--- config.mk ---
export PLATFORM = sky130hd
export DESIGN_NAME = coherence_request_arbiter
export DESIGN_NICKNAME = d
export VERILOG_FILES = /design/src/rtl/mesi_pkg.sv /design/src/rtl/rr_arbiter2.sv /design/src/rtl/coherence_request_arbiter.sv
export SDC_FILE = /design/constraint.sdc
export NUM_CORES = 1
export LEC_CHECK = 0
export BUFFER_PORTS_ARGS = -buffer_cell sky130_fd_sc_hd__buf_4
export CAP_MARGIN = 20
export CORE_ASPECT_RATIO = 0.8
export CORE_MARGIN = 2
export CORE_UTILIZATION = 55
export CTS_CLUSTER_SIZE = 10
export DETAILED_ROUTE_END_ITERATION = 12
export PLACE_DENSITY = 0.83
export REMOVE_ABC_BUFFERS = 1
export SYNTH_ARGS = -nofsm -noshare
export SYNTH_HDL_FRONTEND = slang
export SYNTH_SLANG_ARGS = --single-unit
export TNS_END_PERCENT = 30
--- constraint.sdc ---
create_clock -name clk -period 3.7 [get_ports clk]
set_input_delay 0.185 -clock clk [delete_from_list [all_inputs] [get_ports clk]]
set_output_delay 0.185 -clock clk [all_outputs]
set_load 0.01 [all_outputs]
--- src/rtl/mesi_pkg.sv ---
// Shared MESI types: line states, bus operations and request payload.
// Latency: n/a (types and constants only).
// Backpressure: n/a.
package mesi_pkg;

  localparam int NUM_CORES  = 2;
  localparam int LINE_BYTES = 16;
  localparam int MEM_BYTES  = 4096;
  localparam int MEM_ADDR_W = $clog2(MEM_BYTES);

  typedef enum logic [1:0] {
    MODIFIED  = 2'b00,
    EXCLUSIVE = 2'b01,
    SHARED    = 2'b10,
    INVALID   = 2'b11
  } mesi_state_t;

  typedef enum logic [1:0] {
    BUS_RD   = 2'b00,
    BUS_RDX  = 2'b01,
    BUS_UPGR = 2'b10,
    BUS_WB   = 2'b11
  } bus_op_t;

  typedef struct packed {
    bus_op_t                op;
    logic [MEM_ADDR_W-1:0]  addr;
  } bus_req_t;

  // Arbiter sequencing: pick a slot, offer it, wait for completion.
  typedef enum logic [1:0] {
    ST_IDLE      = 2'b00,
    ST_ISSUE     = 2'b01,
    ST_WAIT_DONE = 2'b10
  } arb_state_t;

endpackage

--- src/rtl/rr_arbiter2.sv ---
// Two-way round-robin pick between full request slots.
// Latency: purely combinational.
// Backpressure: none; the caller decides when to act on the grant.
module rr_arbiter2
  import mesi_pkg::*;
(
  input  logic [NUM_CORES-1:0] slot_full,
  input  logic                 rr_last,
  output logic                 grant_valid,
  output logic                 grant_id
);

  // A lone full slot wins outright; a tie goes to the core not served last.
  always_comb begin
    grant_valid = |slot_full;
    grant_id    = 1'b0;
    if (&slot_full) begin
      grant_id = ~rr_last;
    end else begin
      grant_id = slot_full[1];
    end
  end

endmodule

--- src/rtl/coherence_request_arbiter.sv ---
// Serializes per-core coherence requests onto the controller bus, one in flight.
// Latency: slot load at edge N, bus_valid from edge N+1; min IDLE->IDLE turnaround 3 cycles.
// Backpressure: req_ready low while a core's slot is full; offer held until bus_ready; watchdog aborts a hung controller.
module coherence_request_arbiter
  import mesi_pkg::*;
#(
  parameter int ADDR_W         = 12,
  parameter int TIMEOUT_CYCLES = 64
) (
  input  logic                  clk,
  input  logic                  reset,
  input  logic [1:0]            req_valid,
  input  logic [3:0]            req_op,
  input  logic [2*ADDR_W-1:0]   req_addr,
  output logic [1:0]            req_ready,
  output logic                  bus_valid,
  output logic                  bus_core,
  output logic [1:0]            bus_op,
  output logic [ADDR_W-1:0]     bus_addr,
  input  logic                  bus_ready,
  input  logic                  bus_done,
  output logic [1:0]            resp_done,
  output logic                  timeout_err
);

  localparam int                CNT_W      = $clog2(TIMEOUT_CYCLES);
  localparam logic [CNT_W-1:0]  CNT_LIMIT  = CNT_W'(TIMEOUT_CYCLES - 1);
  localparam logic [CNT_W-1:0]  CNT_MAX    = '1;
  localparam logic [ADDR_W-1:0] LINE_MASK  = ~ADDR_W'(LINE_BYTES - 1);

  typedef struct packed {
    bus_op_t              op;
    logic [ADDR_W-1:0]    addr;
  } slot_t;

  slot_t [NUM_CORES-1:0] slot_q;
  logic  [NUM_CORES-1:0] slot_full;
  arb_state_t            state, state_nxt;
  logic                  rr_last;
  logic [CNT_W-1:0]      wd_cnt;
  logic                  grant_vld, grant_id;
  logic                  do_grant, do_finish, do_timeout;

  rr_arbiter2 u_rr (
    .slot_full   (slot_full),
    .rr_last     (rr_last),
    .grant_valid (grant_vld),
    .grant_id    (grant_id)
  );

  // Ready is the registered slot-empty flag, so a freed slot reopens only after the clearing edge.
  assign req_ready = ~slot_full;
  assign bus_valid = (state == ST_ISSUE);

  // Next-state and one-cycle control strobes; a done on the limit cycle wins over the watchdog.
  always_comb begin
    state_nxt  = state;
    do_grant   = 1'b0;
    do_finish  = 1'b0;
    do_timeout = 1'b0;
    case (state)
      ST_IDLE: begin
        if (grant_vld) begin
          do_grant  = 1'b1;
          state_nxt = ST_ISSUE;
        end
      end
      ST_ISSUE: begin
        if (bus_ready) state_nxt = ST_WAIT_DONE;
      end
      ST_WAIT_DONE: begin
        if (bus_done) begin
          do_finish = 1'b1;
          state_nxt = ST_IDLE;
        end else if (wd_cnt == CNT_LIMIT) begin
          do_finish  = 1'b1;
          do_timeout = 1'b1;
          state_nxt  = ST_IDLE;
        end
      end
      default: state_nxt = ST_IDLE;
    endcase
  end

  // State register.
  always_ff @(posedge clk or negedge reset) begin
    if (!reset) state <= ST_IDLE;
    else        state <= state_nxt;
  end

  // Per-core slots: load on handshake, release when the granted transaction finishes or aborts.
  always_ff @(posedge clk or negedge reset) begin
    if (!reset) begin
      slot_full <= '0;
      slot_q    <= '0;
    end else begin
      for (int i = 0; i < NUM_CORES; i++) begin
        if (req_valid[i] && !slot_full[i]) begin
          slot_full[i]   <= 1'b1;
          slot_q[i].op   <= bus_op_t'(req_op[2*i +: 2]);
          slot_q[i].addr <= req_addr[ADDR_W*i +: ADDR_W];
        end else if (do_finish && (int'(bus_core) == i)) begin
          slot_full[i] <= 1'b0;
        end
      end
    end
  end

  // Latch the granted request onto the bus and emit the completion/abort pulses.
  always_ff @(posedge clk or negedge reset) begin
    if (!reset) begin
      bus_core    <= 1'b0;
      bus_op      <= 2'b00;
      bus_addr    <= '0;
      resp_done   <= 2'b00;
      timeout_err <= 1'b0;
      rr_last     <= 1'b1;
    end else begin
      resp_done   <= 2'b00;
      timeout_err <= 1'b0;
      if (do_grant) begin
        bus_core <= grant_id;
        bus_op   <= slot_q[grant_id].op;
        bus_addr <= slot_q[grant_id].addr & LINE_MASK;
      end
      if (do_finish) begin
        resp_done   <= 2'b01 << bus_core;
        timeout_err <= do_timeout;
        rr_last     <= bus_core;
      end
    end
  end

  // Watchdog counts cycles spent in WAIT_DONE, saturating, and clears on any exit.
  always_ff @(posedge clk or negedge reset) begin
    if (!reset) begin
      wd_cnt <= '0;
    end else if ((state == ST_WAIT_DONE) && !do_finish) begin
      wd_cnt <= (wd_cnt == CNT_MAX) ? wd_cnt : wd_cnt + 1'b1;
    end else begin
      wd_cnt <= '0;
    end
  end

endmodule
==> metrics.yaml <==
logic_synthesis:
  seq_area_frac_synth: 0.567
  synth-seq-cells: 45
  synth_fa_ha_area_frac: 0.00629
  synth_xor_area_frac: 0.0132
  synth_cells: 140
  yosys.area.top_type: "dfrtp_1"
  synth_area_per_cell_um2: 14.2
  synthesis.area_um2: 1990
  yosys.area_share.simple: 0.0654
  synth.distinct_cells: 29
  synth_compound_area_frac: 0.0377
  synth.area.mux_share: 0.266
  synth_area_leaders: "dfrtp_1, mux2_4, mux2_2, nor2_1, buf_4"
  yosys_warnings: 0
  netlist.area_leader.share: 0.553
  synth_top_family_by_area: "multiplexers"
global_route:
  grt_pass1_wl_um: 5500
  grt_max_degree: 46
  grt_use_met2: 0.299
  grt_pass1_vias: 1181
  met3_usage: 0.0748
  top_usage_layer: "met2"
  overflow: 0
  grt_use_met1: 0.212
  antenna_found_initial: 0
  globalRouteTotalUtil: 0.184
floorplanning:
  ioPinCount: 55
  dieWidth_um: 71.2
  initial_core_util: 0.577
  core_region_area_um2: 3450
  die-area_um2: 4120
  rows: 19
  die_h_um: 57.8
worst_hold_path:
  holdPathEnd: "state[1]"
  hold_start: "bus_ready"
  hold_path_class: "primary input to flop"
  whs_path_depth: 3
sta:
  fin_worst_skew_ns: 0.0187
  timing.setup.tns_ns: 0
  worst_pin_slew_ns: 0.948
  period_minus_slack_ns: 1.89
  rsz0062_at_grt: "false"
  max_freq_mhz: 529
  relSlewSlack: 0.365
  final_max_slew_viol_count: 0
  finalHoldViolCount: 0
  setup_viol: 0
  fin_crit_sh: 0.511
setup_path:
  path_cells: "a21boi_2 -> mux2_2 -> mux2_2"
  reg2reg_from: "slot_full[0]"
  crit_type: "flop to flop"
  reg2reg_depth: 3
  worstPathArrival_ns: 2.08
  cp_max_fo: 11
  cp_slowest_stage_delay_ns: 0.68
  r2r_end: "bus_addr[4]"
  regToRegSetupSlack_ns: 1.81
  cp-startpoint: "slot_full[0]"
  cp.required_ns: 3.89
  cp_common_cell: "mux2_2"
  critPathSlowestCell: "a21boi_2"
  path_delay_family: "compound AO/OA/AOI/OAI gates"
  setup.worst_path.start_class: "flop"
  crit_buf_inv: 0
  critPathCaptureType: "flop"
  path_depth: 3
power_and_ir_drop:
  vdd_drop_max_mv: 0.499
  p_leak_nw: 1.22
  p_total_mw: 2.07
  power.density_nw_per_um2: 842
finish:
  n_antenna_cell: 0
  seq_area_um2: 1130
  final_common_cell: "dfrtp_1"
  multi_input_area_um2: 788
  final_cell_area_um2: 2450
  fin_cells: 228
  synthToLayoutAreaGrowth_pct: 23.3
  drive_gt1_frac: 0.511
  fill_cells: 236
  layout.nets: 220
  most-common-layout-cells: "dfrtp_1, buf_4, mux2_2"
clocking:
  root_buffer: "clkbuf_8"
  tritoncts: "built"
  clkLatencyLatePin_ns: 0.32
  cts_hold_buf: 1
  cts_resized: 0
  clock-sinks: 45
  clockBufferDepth: 2
  cts_setup_buffers: 0
  path_clk_slew_ns: 0.08
  numCtsBuffers: 5
  cts_htree_levels: 2
placed_design:
  dp_hpwl_um: 2450
  place_area_um2: 2310
  gp_congestion: 0.798
  dpl.cell_count: 219
  io_buffer_count: 42
run:
  cap_violations: 0
detailed_routing:
  drt_iter0_drc: 43
  ant_nets: 0
  vias: 1193
  routedWlPerCell_um: 14.9
  routed_wirelength_um: 3400
  drc: 0
  dr.pass1.iters: 5
  viasPerCell: 5.23
status:
  run_status: "finished clean"
-- registers in the layout (all words and copies together), names as in the netlist --
register,count
wd_cnt,6
slot_full,2
slot_q,20
resp_done,2
bus_core,1
state,2
rr_last,1
bus_addr,8
timeout_err,1
bus_op,2
-- synth_stat cells --
| library cell | count |
|---|---|
| mux2_4 | 18 |
| a32o_1 | 1 |
| and2_1 | 2 |
| and2b_2 | 1 |
| xnor2_1 | 1 |
| buf_2 | 2 |
| a21boi_2 | 2 |
| a31oi_1 | 2 |
| mux2_2 | 23 |
| buf_4 | 4 |
| dfstp_2 | 1 |
| a21oi_1 | 1 |
| a21o_1 | 2 |
| conb_1 | 1 |
| nor2_1 | 9 |
| or3_1 | 1 |
| buf_6 | 2 |
| nor2b_1 | 1 |
| nand2_1 | 5 |
| o21ai_0 | 2 |
| and4_1 | 1 |
| nand3_1 | 2 |
| ha_1 | 1 |
| and2b_1 | 1 |
| dfrtp_1 | 44 |
| inv_1 | 6 |
| xor2_1 | 2 |
| and3b_1 | 1 |
| or3b_1 | 1 |
-- power breakdown --
| group | internal (mW) | switching, mW | total [mW] |
|---|---|---|---|
| combinational | 0.517 | 0.291 | 0.808 |
| clock | 0.272 | 0.172 | 0.443 |
| sequential | 0.694 | 0.120 | 0.814 |
| total | 1.48 | 0.583 | 2.07 |
-- logic make-up after synthesis --
family | Yosys count
adder cells (fa/ha/maj) | 1
other | 1
multiplexers | 41
AO/OA/AOI/OAI | 10
buffers and inverters | 14
flip-flops | 45
XOR/XNOR | 3
AND/OR/NAND/NOR | 25
-- per-stage QoR --
| step | setup WS [ns] | utilization | hold WS, ns |
|---|---|---|---|
| after floorplan | 2.01 | - | -0.111 |
| after global placement | 1.83 | 0.669 | 0.200 |
| after detailed placement | 1.81 | 0.669 | 0.208 |
| after CTS | 1.79 | 0.712 | 0.0715 |
| after global routing | 1.75 | 0.712 | 0.0873 |
| final | 1.81 | 0.712 | 0.0838 |
-- how the worst max path moves through the flow --
stage,end,slack [ns]
2_1_floorplan,bus_addr[4],2.01
3_3_place_gp,bus_addr[4],1.83
3_5_place_dp,bus_addr[4],1.81
4_1_cts,bus_addr[4],1.79
5_1_grt,bus_addr[4],1.75
6_report,bus_addr[4],1.81
-- worst register-to-register path: cells and delay by family (launching register included) --
| family | cells | cell delay, ns |
|---|---|---|
| DFF | 1 | 0.43 |
| muxes | 2 | 0.67 |
| AOI/OAI and AO/OA | 1 | 0.68 |
-- area by class of cell --
cell class / instances / area share
repair buffers: 43 / 0.133
clock buffers: 5 / 0.0280
well taps: 42 / 0.0214
multi-input cells: 84 / 0.321
clock inverters: 3 / 0.0280
inverters: 6 / 0.00918
flip-flops and latches: 45 / 0.459
-- routing by layer --
metal,vias to the layer above,wire length [µm]
met4,0,76
met1,583,1410
met5,-,0
li1,562,-
met3,7,237
met2,41,1670
Power figures use the tool's default switching activity.
